`config.mk`:
```
export PLATFORM = sky130hd
export DESIGN_NAME = crg_reset_sequencer
export DESIGN_NICKNAME = d
export VERILOG_FILES = /design/src/rtl/crg_pkg.sv /design/src/rtl/crg_sync.sv /design/src/rtl/crg_reset_sequencer.sv
export SDC_FILE = /design/constraint.sdc
export NUM_CORES = 1
export LEC_CHECK = 0
export BUFFER_PORTS_ARGS = -buffer_cell sky130_fd_sc_hd__buf_4
export CORE_MARGIN = 2
export CORE_UTILIZATION = 54
export CTS_CLUSTER_SIZE = 28
export DETAILED_ROUTE_END_ITERATION = 7
export GPL_ROUTABILITY_DRIVEN = 0
export PLACE_DENSITY_LB_ADDON = 0.1
export SYNTH_ARGS = -nofsm -noshare
export SYNTH_HDL_FRONTEND = slang
export SYNTH_SLANG_ARGS = --single-unit
```
`constraint.sdc`:
```
create_clock -name sys_clk -period 1.96 [get_ports sys_clk]
set_clock_uncertainty 0.2 [all_clocks]
set_input_delay 0.098 -clock sys_clk [delete_from_list [all_inputs] [get_ports sys_clk]]
set_output_delay 0.098 -clock sys_clk [all_outputs]
set_load 0.02 [all_outputs]
```
`src/rtl/crg_pkg.sv`:
```
// Shared encodings for the clock/reset generator: sequencer FSM states and
// the reason the last reset sequence was started.
package crg_pkg;

  typedef enum logic [1:0] {
    ST_HOLD      = 2'd0,
    ST_WAIT_LOCK = 2'd1,
    ST_RELEASE   = 2'd2,
    ST_RUN       = 2'd3
  } crg_state_e;

  typedef enum logic [1:0] {
    CAUSE_POR  = 2'd0,
    CAUSE_TRIG = 2'd1,
    CAUSE_LOCK = 2'd2
  } crg_cause_e;

endpackage

```
`src/rtl/crg_sync.sv`:
```
// Multi-flop synchroniser for one asynchronous level signal, cleared by the
// asynchronous active-low reset.
module crg_sync #(
  parameter int STAGES = 2
) (
  input  logic clk_i,
  input  logic rst_ni,
  input  logic d_i,
  output logic q_o
);

  logic [STAGES-1:0] sync_q;

  always_ff @(posedge clk_i or negedge rst_ni) begin
    if (!rst_ni) begin
      sync_q <= '0;
    end else begin
      sync_q <= {sync_q[STAGES-2:0], d_i};
    end
  end

  assign q_o = sync_q[STAGES-1];

endmodule

```
`src/rtl/crg_reset_sequencer.sv`:
```
// Reset sequencer: holds all resets after POR/trigger/lock loss, qualifies
// the PLL/DCM locks, then releases each reset channel at its own delay.
module crg_reset_sequencer
  import crg_pkg::*;
#(
  parameter int                        N_CHAN      = 3,
  parameter int                        N_LOCK      = 2,
  parameter int                        HOLD_W      = 20,
  parameter logic [HOLD_W-1:0]         HOLD_CYCLES = 20'hFFFFF,
  parameter int                        SYNC_STAGES = 2,
  parameter int                        LOCK_FILTER = 16,
  parameter int                        DELAY_W     = 8,
  parameter logic [N_CHAN*DELAY_W-1:0] CHAN_DELAY  = {8'd0, 8'd128, 8'd200}
) (
  input  logic              sys_clk,
  input  logic              sys_rst_n,
  input  logic              trigger_reset,
  input  logic [N_LOCK-1:0] locked,
  output logic [N_CHAN-1:0] rst_out,
  output logic              busy,
  output logic [1:0]        state,
  output logic [1:0]        reset_cause
);

  function automatic logic [DELAY_W-1:0] max_delay(input logic [N_CHAN*DELAY_W-1:0] d);
    logic [DELAY_W-1:0] m;
    m = '0;
    for (int i = 0; i < N_CHAN; i++) begin
      if (d[i*DELAY_W +: DELAY_W] > m) m = d[i*DELAY_W +: DELAY_W];
    end
    return m;
  endfunction

  localparam logic [DELAY_W-1:0] MAX_DELAY = max_delay(CHAN_DELAY);
  localparam int                 FILT_W    = (LOCK_FILTER > 1) ? $clog2(LOCK_FILTER) : 1;
  localparam logic [FILT_W-1:0]  FILT_LAST = FILT_W'(LOCK_FILTER - 1);
  localparam logic [HOLD_W-1:0]  HOLD_LAST = HOLD_CYCLES - 1'b1;

  logic [N_LOCK-1:0] lock_s;
  logic              lock_ok;

  for (genvar g = 0; g < N_LOCK; g++) begin : g_lock_sync
    crg_sync #(
      .STAGES(SYNC_STAGES)
    ) u_sync (
      .clk_i (sys_clk),
      .rst_ni(sys_rst_n),
      .d_i   (locked[g]),
      .q_o   (lock_s[g])
    );
  end

  assign lock_ok = &lock_s;

  crg_state_e         state_q;
  crg_cause_e         cause_q;
  logic [HOLD_W-1:0]  hold_cnt_q;
  logic [FILT_W-1:0]  filt_cnt_q;
  logic [DELAY_W-1:0] rel_cnt_q;
  logic [N_CHAN-1:0]  rst_q;
  logic               busy_q;

  // Lock loss while still waiting for lock only restarts the filter; in HOLD
  // nothing can abort, the hold is merely stretched by the trigger.
  logic       abort_d;
  crg_cause_e abort_cause_d;

  assign abort_d       = (state_q != ST_HOLD) &&
                         (trigger_reset || ((state_q != ST_WAIT_LOCK) && !lock_ok));
  assign abort_cause_d = trigger_reset ? CAUSE_TRIG : CAUSE_LOCK;

  always_ff @(posedge sys_clk or negedge sys_rst_n) begin
    if (!sys_rst_n) begin
      state_q    <= ST_HOLD;
      cause_q    <= CAUSE_POR;
      hold_cnt_q <= '0;
      filt_cnt_q <= '0;
      rel_cnt_q  <= '0;
      rst_q      <= '1;
      busy_q     <= 1'b1;
    end else if (abort_d) begin
      state_q    <= ST_HOLD;
      cause_q    <= abort_cause_d;
      hold_cnt_q <= '0;
      filt_cnt_q <= '0;
      rel_cnt_q  <= '0;
      rst_q      <= '1;
      busy_q     <= 1'b1;
    end else begin
      case (state_q)
        ST_HOLD: begin
          if (trigger_reset) begin
            hold_cnt_q <= '0;
          end else if (hold_cnt_q == HOLD_LAST) begin
            state_q    <= ST_WAIT_LOCK;
            hold_cnt_q <= '0;
          end else begin
            hold_cnt_q <= hold_cnt_q + 1'b1;
          end
        end
        ST_WAIT_LOCK: begin
          if (!lock_ok) begin
            filt_cnt_q <= '0;
          end else if (filt_cnt_q == FILT_LAST) begin
            state_q    <= ST_RELEASE;
            filt_cnt_q <= '0;
            rel_cnt_q  <= '0;
          end else begin
            filt_cnt_q <= filt_cnt_q + 1'b1;
          end
        end
        ST_RELEASE: begin
          // Cleared channels stay cleared: only the abort path sets them again.
          for (int i = 0; i < N_CHAN; i++) begin
            if (rel_cnt_q == CHAN_DELAY[i*DELAY_W +: DELAY_W]) rst_q[i] <= 1'b0;
          end
          if (rel_cnt_q == MAX_DELAY) begin
            state_q <= ST_RUN;
            busy_q  <= 1'b0;
          end else begin
            rel_cnt_q <= rel_cnt_q + 1'b1;
          end
        end
        ST_RUN: begin
        end
        default: begin
          state_q <= ST_HOLD;
          rst_q   <= '1;
          busy_q  <= 1'b1;
        end
      endcase
    end
  end

  assign rst_out     = rst_q;
  assign busy        = busy_q;
  assign state       = state_q;
  assign reset_cause = cause_q;

endmodule

```
==> results by group, run 1 <==
Outcome
  • Run status: finished with violations
  • Violations in the final reports: setup timing

Floorplanning
  • Horizontal die dimension: 69.72 µm
  • Area of the placeable core: 0.004086 mm²
  • Die boundary height: 69.72 µm
  • Initial Utilization: 57.07%
  • Num rows: 23
  • Number of top-level pins: 13
  • Area of the die: 0.004861 mm²

CTS
  • Clock-pin slew on the worst setup and hold paths: 0.08 ns
  • Count of clock tree sinks: 43
  • Latest clock arrival within the worst-skew pair: 0.30 ns
  • Maximum number of buffers from clock root to sink: 2
  • Number of buffers added by the clock tree synthesis step: 5
  • Clock tree from TritonCTS: done
  • Root cell of the clock tree: sky130_fd_sc_hd__clkbuf_8
  • Count of H-tree levels built during CTS: 2

Yosys
  • Number of enable-type register cells in the synthesized netlist: 0
  • Net count of the mapped netlist: 262
  • Main area contributors after synthesis: sky130_fd_sc_hd__dfrtp_1 (43%), sky130_fd_sc_hd__nor2_1 (5.0%), sky130_fd_sc_hd__nand2_1 (4.5%)
  • Mean area per synthesized cell: 9.366 µm²
  • Share of the yosys chip area belonging to registers: 46.30%
  • Synth Cell Area: 0.002332 mm²
  • Number of distinct standard cells referenced by the synthesized netlist: 48
  • FFs w/ async S/R, synth: 100.0%
  • Prevailing post-synth register cell: sky130_fd_sc_hd__dfrtp_1
  • Cells after Synth: 249
  • Count of synthesis-stage warnings from yosys: 0
  • Proportion of netlist area held by the largest area contributor: 42.92%
  • Flip-flop and latch count after synthesis: 43
  • Cell taking the most area after synthesis: sky130_fd_sc_hd__dfrtp_1

Worst hold path
  • Min-Delay Path Class: input port to asynchronous set/reset pin

Finish
  • Post-route core utilization: 75.84%
  • Area Overhead vs Synth: 32.89%
  • Number of inserted diodes: 0
  • Most used cells in the layout excluding fill and tap cells: sky130_fd_sc_hd__buf_4 (54), sky130_fd_sc_hd__dfrtp_1 (38), sky130_fd_sc_hd__nor2_1 (31)
  • Share of final-layout standard cells stronger than drive strength 1: 31.95%
  • Layout Nets: 325
  • Leading cell type in the layout, fill and taps excluded: sky130_fd_sc_hd__buf_4
  • FILL cells: 279

Place
  • Worst setup slack after placement: -0.1909 ns
  • Count of input and output buffers: 12
  • Final HPWL from detailed placement: 3411 µm

Global routing
  • Aggregate global routing overflow: 0
  • Number of antenna violations at the first check in global routing: 0
  • Largest net degree at the start of global routing: 44
  • Overall track demand over capacity in global routing: 22.77%
  • Vias in the first global route: 2023
  • First-pass GRT wire length: 8866 µm

Timing
  • Final setup viols: 32
  • Crit path time final: 2.155 ns
  • Tightest Pin Transition: 0.5468 ns
  • Share of the clock period used by the worst path after layout: 110.0%
  • Setup repair after global routing missed its margin: yes
  • Max Clk Rate: 0.4640 GHz
  • Setup ws final: -0.1951 ns
  • Normalized max-slew margin: 63.55%
  • Fin. max-slew vios: 0
  • Fin. Hold Viols: 0

Worst setup path
  • CP arrival: 2.14 ns
  • Cell Chain, Critical Path: inv_1, ha_2, nand3_2, or4_4, o211ai_4, buf_12, nor3_1, a211o_1
  • Family with the most delay on the worst path: simple AND/OR/NAND/NOR gates
  • Critical Path Sink Type: flip-flop
  • Critical-path cell with the highest stage delay: sky130_fd_sc_hd__or4_4
  • Buffers and inverters on the worst path: 2
  • Largest fanout of any net on the critical path: 9
  • CP Class: flip-flop to flip-flop
  • Required arrival time at the worst endpoint: 1.95 ns
  • Crit-path max cell delay: 0.45 ns
  • CP Launch Type: flip-flop
  • Worst R2R Setup Slack: -0.20 ns

Routing
  • Number of vias after detailed routing: 2051
  • Final routed wirelength across all metal layers: 5271 µm
  • Vias per std cell: 5.650
  • Mean routed wirelength per cell: 14.52 µm
  • Post-route antenna net violation count: 0
  • Number of DRC markers after the initial detailed-route iteration: 80
  • DRC violations left: 0
  • First drt pass iteration count: 4

Power and ir drop
  • Leak Pwr: 0.001406 µW
  • Cell Pwr Density: 1003 mW/mm²
  • Total Power Consumption: 3108 µW
  • Max rail drop VDD: 0.0004471 V

Run
  • Number of max-cap violations: 0
registers in the layout (all words and copies together) (netlist names):
| register | flops |
|---|---|
| filt_cnt_q | 4 |
| state | 2 |
| rst_out | 3 |
| hold_cnt_q | 20 |
| rel_cnt_q | 8 |
| g_lock_sync.u_sync.sync_q | 4 |
| reset_cause | 2 |
power breakdown:
group	internal [µW]	leakage [µW]	total [µW]	switching (µW)
Sequential	978	0.000570	1030	53.8
Clock	250	0.0000422	554	303
Combinational	738	0.000793	1520	785
metal layers:
metal,track usage (%),routed length [µm],up-vias
li1,-,-,1012
met2,38.68,2706,24
met4,10.68,64,0
met5,0,0,-
met1,28.46,2350,1009
met3,3.488,149,6
final timing paths:
kind | startpoint | endpoint | depth (start not counted)
worst max-delay path | hold_cnt_q[0] | hold_cnt_q[3] | 8
worst min-delay path | sys_rst_n | filt_cnt_q[3] | 2
worst max register to register | hold_cnt_q[0] | hold_cnt_q[3] | 8
worst min register to register | g_lock_sync[0].u_sync.sync_q[0] | g_lock_sync[0].u_sync.sync_q[1] | 0
max in group asynchronous | sys_rst_n | state[1] | 2
min in group sys_clk | g_lock_sync[0].u_sync.sync_q[0] | g_lock_sync[0].u_sync.sync_q[1] | 0
synthesized netlist by cell type (2+ instances only):
master,number
sky130_fd_sc_hd__o31ai_1,2
sky130_fd_sc_hd__buf_4,2
sky130_fd_sc_hd__ha_1,8
sky130_fd_sc_hd__o21ai_0,16
sky130_fd_sc_hd__xnor2_1,9
sky130_fd_sc_hd__nor2_1,31
sky130_fd_sc_hd__inv_1,12
sky130_fd_sc_hd__nor3b_1,3
sky130_fd_sc_hd__nor3_1,11
sky130_fd_sc_hd__o211ai_4,2
sky130_fd_sc_hd__nand2_1,28
sky130_fd_sc_hd__a21o_1,4
sky130_fd_sc_hd__and3_1,5
sky130_fd_sc_hd__o32ai_1,2
sky130_fd_sc_hd__and2_1,2
sky130_fd_sc_hd__nand4_1,4
sky130_fd_sc_hd__or3_1,2
sky130_fd_sc_hd__mux2i_1,2
sky130_fd_sc_hd__nor4_1,5
sky130_fd_sc_hd__dfstp_2,3
sky130_fd_sc_hd__clkbuf_1,4
sky130_fd_sc_hd__a21oi_1,9
sky130_fd_sc_hd__xor2_1,3
sky130_fd_sc_hd__and4_1,2
sky130_fd_sc_hd__dfrtp_1,40
sky130_fd_sc_hd__a31o_2,2
sky130_fd_sc_hd__nand3_1,15
stage by stage:
| step | std cells | hold WS (ns) | TNS, ns | area (µm²) |
|---|---|---|---|---|
| 2_1_floorplan | 249 | -0.3976 | -1.008 | 2386 |
| 3_3_place_gp | 342 | -0.07859 | -2.127 | 2780 |
| 3_5_place_dp | 342 | -0.07327 | -2.956 | 2780 |
| 4_1_cts | 360 | 0.1416 | -3.154 | 2995 |
| 5_1_grt | 363 | 0.1687 | -6.747 | 3099 |
| 6_report | 363 | 0.1185 | -3.984 | 3099 |
layout make-up:
class | instances | area (µm²) | area share, %
Timing Repair Buffer | 64 | 555.5 | 17.92
Inverter | 12 | 45.04 | 1.453
Clock inverter | 1 | 5.005 | 0.1615
Multi-Input combinational cell | 186 | 1272 | 41.06
Sequential cell | 43 | 1082 | 34.92
Tap cell | 50 | 62.56 | 2.019
Clock buffer | 7 | 76.32 | 2.463
kinds of logic (layout without fill, tap and decap cells):
group,after synthesis,count (layout),synth area share [%]
adder cells (fa/ha/maj),8,8,4.292
flip-flops,43,43,46.30
XOR/XNOR,12,12,4.507
buffers and inverters,21,84,4.988
multiplexers,2,2,0.8584
AND/OR/NAND/NOR,116,117,24.89
AO/OA/AOI/OAI,47,47,14.16
what timing repair did:
| item | CTS | global route |
|---|---|---|
| gates cloned | 2 | 0 |
| resized for setup | 6 | 19 |
| setup endpoints to repair | 28 | 32 |
| hold buffers | 4 | 0 |
| pin swaps | 5 | 7 |
| setup buffers | 4 | 3 |
| hold endpoints to repair | 46 | 0 |
Power figures use the tool's default switching activity.
==> run 2, diff against run 1 <==
--- a/config.mk
+++ b/config.mk
@@ -12,6 +12,7 @@
 export DETAILED_ROUTE_END_ITERATION = 7
 export GPL_ROUTABILITY_DRIVEN = 0
 export PLACE_DENSITY_LB_ADDON = 0.1
+export REMOVE_ABC_BUFFERS = 1
 export SYNTH_ARGS = -nofsm -noshare
 export SYNTH_HDL_FRONTEND = slang
 export SYNTH_SLANG_ARGS = --single-unit
==> run 2 against run 1 <==
  * The flow still finishes with violations (setup timing)
  * Wire length is 17% higher
  * First-iteration DRC count grew 100%
  * Final cell count grew 6.3%
  * Combinational power increased by 14%
  * Worst hold slack better by 0.0046 ns
  * Sequential power hardly changed
==> results by group, run 2 (synthesis results as in run 1) <==
Outcome
  • Run status: finished with violations
  • Violations in the final reports: setup timing

Power and ir drop
  • Leak Pwr: 0.001505 µW
  • Proportion of power drawn by the clock network: 16.7%
  • Max rail drop VDD: 0.0006075 V
  • Combinational share of power: 52.1%
  • Internal: 2074 µW
  • Cell Pwr Density: 991.7 mW/mm²
  • Net Sw Power: 1260 µW
  • Switching power share of the total: 37.79%
  • Register share of total power: 31.1%

Floorplanning
  • Die boundary height: 69.72 µm
  • Number of top-level pins: 13
  • Area of the placeable core: 0.004086 mm²
  • Area of the die: 0.004861 mm²
  • Num rows: 23
  • Initial Utilization: 57.07%
  • Horizontal die dimension: 69.72 µm

Worst hold path
  • Min-Delay Path Class: input port to asynchronous set/reset pin

Finish
  • Area Overhead vs Synth: 44.15%
  • Number of flip-flops under the largest register name: 20
  • Layout Nets: 348
  • Top Registers: hold_cnt_q (20), rel_cnt_q (8)
  • Register with the highest flop count: hold_cnt_q
  • Share of final-layout standard cells stronger than drive strength 1: 44.35%
  • Leading cell type in the layout, fill and taps excluded: sky130_fd_sc_hd__buf_4
  • FILL cells: 248
  • Number of inserted diodes: 0
  • Most used cells in the layout excluding fill and tap cells: sky130_fd_sc_hd__buf_4 (75), sky130_fd_sc_hd__dfrtp_1 (39), sky130_fd_sc_hd__nand2_1 (28)

Worst setup path
  • CP arrival: 2.20 ns
  • Launch point of the worst path: rel_cnt_q[1]
  • Capturing instance or port of the critical path: rel_cnt_q[7]
  • Origin of the critical flop-to-flop path: rel_cnt_q[1]
  • Number of cells on the worst reg-to-reg path: 7
  • Critical Path Sink Type: flip-flop
  • Largest fanout of any net on the critical path: 5
  • CP Launch Type: flip-flop
  • Worst R2R Setup Slack: -0.24 ns
  • Required arrival time at the worst endpoint: 1.96 ns
  • CP Class: flip-flop to flip-flop
  • Worst reg2reg endpoint: rel_cnt_q[7]

Global routing
  • Global-route met3 utilization: 4.797%
  • Global routing's busiest layer: met2
  • Number of antenna violations at the first check in global routing: 0
  • Vias in the first global route: 2173
  • Overall track demand over capacity in global routing: 25.51%
  • First-pass GRT wire length: 9991 µm
  • Aggregate global routing overflow: 0
  • GRT met2 Usage: 43.80%
  • Global-route met1 utilization: 32.21%
  • Largest net degree at the start of global routing: 44

Routing
  • First drt pass iteration count: 4
  • Number of vias after detailed routing: 2222
  • Vias per std cell: 5.756
  • Post-route antenna net violation count: 0
  • Number of DRC markers after the initial detailed-route iteration: 163
  • Final routed wirelength across all metal layers: 6189 µm
  • Mean routed wirelength per cell: 16.03 µm
  • DRC violations left: 0

Timing
  • Normalized max-slew margin: 64.17%
  • Tightest Pin Transition: 0.5374 ns
  • Worst-case hold slack: 0.1231 ns
  • Max Clk Rate: 0.4543 GHz
  • Crit path time final: 2.201 ns
  • Final setup viols: 30
  • Total negative slack for setup checks: -4.148 ns
  • Share of the clock period used by the worst path after layout: 112.3%
  • Fin. max-slew vios: 0
  • Setup ws final: -0.2413 ns
  • Fin. Hold Viols: 0
  • Setup repair after global routing missed its margin: yes

Place
  • Final HPWL from detailed placement: 3765 µm
  • Count of input and output buffers: 12

CTS
  • Count of H-tree levels built during CTS: 2
  • Maximum number of buffers from clock root to sink: 2
  • Clock-pin slew on the worst setup and hold paths: 0.09 ns
  • Root cell of the clock tree: sky130_fd_sc_hd__clkbuf_8
  • Clock tree from TritonCTS: done
  • Count of clock tree sinks: 43
  • Number of buffers added by the clock tree synthesis step: 5
  • Latest clock arrival within the worst-skew pair: 0.30 ns

Run
  • Number of max-cap violations: 0
## run 2: worst min-delay path by stage
stage	slack, ns	cells past startpoint	end
floorplan	-0.40	0	filt_cnt_q[0]
global placement	-0.08	1	filt_cnt_q[3]
detailed placement	-0.08	1	filt_cnt_q[3]
CTS	0.14	2	rel_cnt_q[5]
global route	0.16	0	g_lock_sync[0].u_sync.sync_q[1]
finish	0.12	2	rel_cnt_q[5]
## run 2: what timing repair did
action	4_1_cts	5_1_grt
setup buffers	4	8
gates cloned	3	0
endpoints found under the hold margin	46	0
resized for setup	37	33
hold buffers	4	0
pin swaps	16	24
endpoints found under the setup margin	30	32
## run 2: power groups by stage
stage                     logic (µW)  clock network (µW)  registers [µW]
after floorplan                  588                   0            1110
after CTS                       1590                 574            1030
after global routing            1860                 607            1050
after detailed placement        1350                   0            1040
after global placement          1320                   0            1040
final                           1740                 558            1040
## run 2: cell type report
class / instances / area [µm²] / area share (%)
multi-input combinational: 187 / 1389 / 41.31
sequential: 43 / 1081 / 32.15
timing repair buffer: 86 / 699.4 / 20.80
clock buffer: 6 / 72.57 / 2.159
tap: 50 / 62.56 / 1.861
inverter: 12 / 45.04 / 1.340
clock inverter: 2 / 12.51 / 0.3722
## run 2: layer usage
metal	share of wire (%)	wire [µm]
met1	42	2596
met2	53	3288
met3	3.1	194
met4	1.8	109
met5	0	0
## run 2: critical path, stage by stage (launching register included)
cell,delay (ns)
sky130_fd_sc_hd__dfrtp_1,0.40
sky130_fd_sc_hd__inv_2,0.08
sky130_fd_sc_hd__ha_4,0.12
sky130_fd_sc_hd__or4b_4,0.46
sky130_fd_sc_hd__or3_4,0.43
sky130_fd_sc_hd__o211ai_4,0.14
sky130_fd_sc_hd__mux2i_1,0.22
sky130_fd_sc_hd__nor2_1,0.05
## run 2: per-stage QoR
stage	setup WS (ns)	cells	total power, µW	instance area, µm²	util [%]
floorplan	-0.5367	240	1700	2261	-
global placement	-0.2216	361	2361	2882	70.51
detailed placement	-0.2150	361	2391	2882	70.51
CTS	-0.2245	379	3194	3193	78.14
global route	-0.2685	386	3512	3362	82.27
finish	-0.2413	386	3334	3362	82.27
==> run 3, diff against run 2 <==
--- a/config.mk
+++ b/config.mk
@@ -5,13 +5,14 @@
 export SDC_FILE = /design/constraint.sdc
 export NUM_CORES = 1
 export LEC_CHECK = 0
+export ABC_AREA = 1
 export BUFFER_PORTS_ARGS = -buffer_cell sky130_fd_sc_hd__buf_4
 export CORE_MARGIN = 2
-export CORE_UTILIZATION = 54
+export CORE_UTILIZATION = 55
 export CTS_CLUSTER_SIZE = 28
 export DETAILED_ROUTE_END_ITERATION = 7
 export GPL_ROUTABILITY_DRIVEN = 0
-export PLACE_DENSITY_LB_ADDON = 0.1
+export PLACE_DENSITY = 0.76
 export REMOVE_ABC_BUFFERS = 1
 export SYNTH_ARGS = -nofsm -noshare
 export SYNTH_HDL_FRONTEND = slang
==> run 3 against run 2 <==
  * The run now ends clean
  * Flip-flop and latch count unchanged
  * Core utilization shrank 17 points
  * Area after synthesis is 11% higher
  * Combinational power fell by 92%
  * First-iteration DRC count decreased by 55%
  * Global-route usage shrank 4.8 points
  * Worst setup slack improved by 0.39 ns
  * Register-to-register slack improved by 0.39 ns
  * Critical endpoint is now hold_cnt_q[11]
==> results by group, run 3 <==
Outcome
  • Run status: finished, final reports clean

CTS
  • Root cell of the clock tree: sky130_fd_sc_hd__clkbuf_8
  • Count of H-tree levels built during CTS: 2
  • Maximum number of buffers from clock root to sink: 2
  • Clock-pin slew on the worst setup and hold paths: 0.08 ns
  • Latest clock arrival within the worst-skew pair: 0.29 ns
  • Clock tree from TritonCTS: done
  • Count of clock tree sinks: 43
  • Number of buffers added by the clock tree synthesis step: 5

Global routing
  • Overall track demand over capacity in global routing: 20.73%
  • Number of antenna violations at the first check in global routing: 0
  • First-pass GRT wire length: 8459 µm
  • Aggregate global routing overflow: 0
  • Largest net degree at the start of global routing: 44
  • Vias in the first global route: 1948

Yosys
  • Synth top cells by count: sky130_fd_sc_hd__nand2_1 (71), sky130_fd_sc_hd__dfrtp_1 (40), sky130_fd_sc_hd__inv_1 (34)
  • Number of enable-type register cells in the synthesized netlist: 0
  • Mean area per synthesized cell: 8.277 µm²
  • FFs w/ async S/R, synth: 100.0%
  • Synth Cell Area: 0.002582 mm²
  • Number of distinct standard cells referenced by the synthesized netlist: 36
  • Prevailing post-synth register cell: sky130_fd_sc_hd__dfrtp_1
  • Proportion of netlist area held by the largest area contributor: 38.76%
  • Main area contributors after synthesis: sky130_fd_sc_hd__dfrtp_1 (39%), sky130_fd_sc_hd__nand2_1 (10%), sky130_fd_sc_hd__inv_1 (4.9%)
  • Count of synthesis-stage warnings from yosys: 0
  • Share of the yosys chip area belonging to registers: 41.81%
  • Most repeated cell in the gate-level netlist after synthesis: sky130_fd_sc_hd__nand2_1
  • Cell taking the most area after synthesis: sky130_fd_sc_hd__dfrtp_1
  • Cells after Synth: 312
  • Flip-flop and latch count after synthesis: 43

Timing
  • Normalized max-slew margin: 64.18%
  • Setup ws final: 0.1516 ns
  • Setup repair after global routing missed its margin: no
  • Share of the clock period used by the worst path after layout: 92.27%
  • Tightest Pin Transition: 0.5372 ns
  • Final setup viols: 0
  • Max Clk Rate: 0.5530 GHz
  • Crit path time final: 1.808 ns
  • Fin. max-slew vios: 0
  • Fin. Hold Viols: 0

Floorplanning
  • Initial Utilization: 58.11%
  • Area of the die: 0.005260 mm²
  • Horizontal die dimension: 72.53 µm
  • Number of top-level pins: 13
  • Die boundary height: 72.53 µm
  • Num rows: 24
  • Area of the placeable core: 0.004444 mm²

Routing
  • First drt pass iteration count: 4
  • Vias per std cell: 5.174
  • Post-route antenna net violation count: 0
  • Number of vias after detailed routing: 2023
  • Final routed wirelength across all metal layers: 4876 µm
  • Number of DRC markers after the initial detailed-route iteration: 74
  • DRC violations left: 0
  • Mean routed wirelength per cell: 12.47 µm

Power and ir drop
  • Internal: 1256 µW
  • Combinational share of power: 7.8%
  • Net Sw Power: 417.0 µW
  • Total Power Consumption: 1673 µW
  • Switching power share of the total: 24.92%
  • Cell Pwr Density: 574.2 mW/mm²
  • Max rail drop VDD: 0.0004780 V
  • Leak Pwr: 0.001390 µW
  • Proportion of power drawn by the clock network: 34.8%
  • Register share of total power: 57.4%

Worst setup path
  • Largest fanout of any net on the critical path: 7
  • Buffers and inverters on the worst path: 3
  • Required arrival time at the worst endpoint: 1.96 ns
  • CP Class: flip-flop to flip-flop
  • Critical-path cell with the highest stage delay: sky130_fd_sc_hd__dfrtp_2
  • Critical Path Sink Type: flip-flop
  • Cell Chain, Critical Path: inv_1, ha_1, inv_2, nand3_4, nand3_2, nor2_4, or2_1, inv_1, nor2_2
  • CP Launch Type: flip-flop
  • Most numerous cell on the critical path: sky130_fd_sc_hd__inv_1
  • CP arrival: 1.81 ns
  • Crit-path max cell delay: 0.42 ns
  • Family with the most delay on the worst path: simple AND/OR/NAND/NOR gates

Finish
  • Share of final-layout standard cells stronger than drive strength 1: 23.30%
  • Final std cells w/o fill: 391
  • Area Overhead vs Synth: 12.84%
  • Layout Nets: 351
  • Fin area: 0.002914 mm²
  • Leading cell type in the layout, fill and taps excluded: sky130_fd_sc_hd__nand2_1
  • Number of inserted diodes: 0
  • Number of flip-flops under the largest register name: 20
  • FILL cells: 385
  • Most used cells in the layout excluding fill and tap cells: sky130_fd_sc_hd__nand2_1 (70), sky130_fd_sc_hd__dfrtp_1 (38), sky130_fd_sc_hd__inv_1 (32)
  • Register with the highest flop count: hold_cnt_q
  • Top Registers: hold_cnt_q (20), rel_cnt_q (8)

Place
  • Final HPWL from detailed placement: 3678 µm
  • Count of input and output buffers: 12
  • Worst setup slack after placement: 0.05621 ns
  • DP Cell Count: 379
  • Post-place instance area: 0.002753 mm²

Run
  • Number of max-cap violations: 0

Worst hold path
  • Min-Delay Path Class: input port to asynchronous set/reset pin
[run 3: worst reg2reg max path: cells and delay by family (launching register included)]
kind | cells | cell delay, ns
and+or+nand+nor | 5 | 0.62
DFF | 1 | 0.42
adders and majority gates | 1 | 0.23
buffers and inverters | 3 | 0.26
[run 3: worst paths after layout]
check,slack [ns],depth (start not counted),endpoint,from
min in group sys_clk,0.15,0,g_lock_sync[1].u_sync.sync_q[1],g_lock_sync[1].u_sync.sync_q[0]
max in group asynchronous,1.03,2,hold_cnt_q[0],sys_rst_n
max reg2reg,0.15,9,hold_cnt_q[11],state[0]
max,0.15,9,hold_cnt_q[11],state[0]
min,0.12,2,rel_cnt_q[3],sys_rst_n
min reg2reg,0.15,0,g_lock_sync[1].u_sync.sync_q[1],g_lock_sync[1].u_sync.sync_q[0]
[run 3: final cells by class]
type | count | area [µm²] | share of cell area, %
multi-input combinational | 223 | 1329 | 45.60
clock inverter | 1 | 5.005 | 0.1717
inverter | 41 | 156.4 | 5.367
timing repair buffer | 24 | 190.2 | 6.526
tap | 52 | 65.06 | 2.233
sequential | 43 | 1082 | 37.14
clock buffer | 7 | 86.33 | 2.963
[run 3: kinds of logic (layout without fill, tap and decap cells)]
| group | after synthesis | in the layout | synth area share (%) |
|---|---|---|---|
| DFF | 43 | 43 | 41.81 |
| AOI/OAI and AO/OA | 32 | 32 | 6.928 |
| adders and majority gates | 8 | 8 | 3.876 |
| and+or+nand+nor | 173 | 173 | 36.19 |
| xor gates and xnor gates | 10 | 10 | 3.392 |
| buffers and inverters | 46 | 73 | 7.800 |
[run 3: through the flow]
stage	utilization (%)	setup TNS, ns	hold WS [ns]
6_report	65.57	0	0.1183
5_1_grt	65.57	0	0.1703
4_1_cts	64.89	0	0.1366
3_5_place_dp	61.94	0	-0.08323
3_3_place_gp	61.94	0	-0.08296
2_1_floorplan	-	-0.8292	-0.3976
[run 3: what timing repair did]
item                                   CTS  global route
buffers inserted                         0             0
hold buffers                             4             0
endpoints found under the hold margin   48             0
setup endpoints to repair                0            20
gates resized for setup                  0            11
[run 3: layer usage]
metal | global-route usage (%) | up-vias | part of all wire [%]
met4 | 6.379 | 0 | 1.5
met5 | 0 | - | 0
li1 | - | 1048 | -
met3 | 4.722 | 8 | 3.6
met2 | 34.75 | 34 | 46
met1 | 26.70 | 933 | 49
[run 3: power groups by stage]
stage,registers [µW],logic [µW],clock network (µW)
2_1_floorplan,972,74.6,0
3_3_place_gp,975,118,0
3_5_place_dp,977,126,0
4_1_cts,958,134,598
5_1_grt,966,151,622
6_report,960,131,582
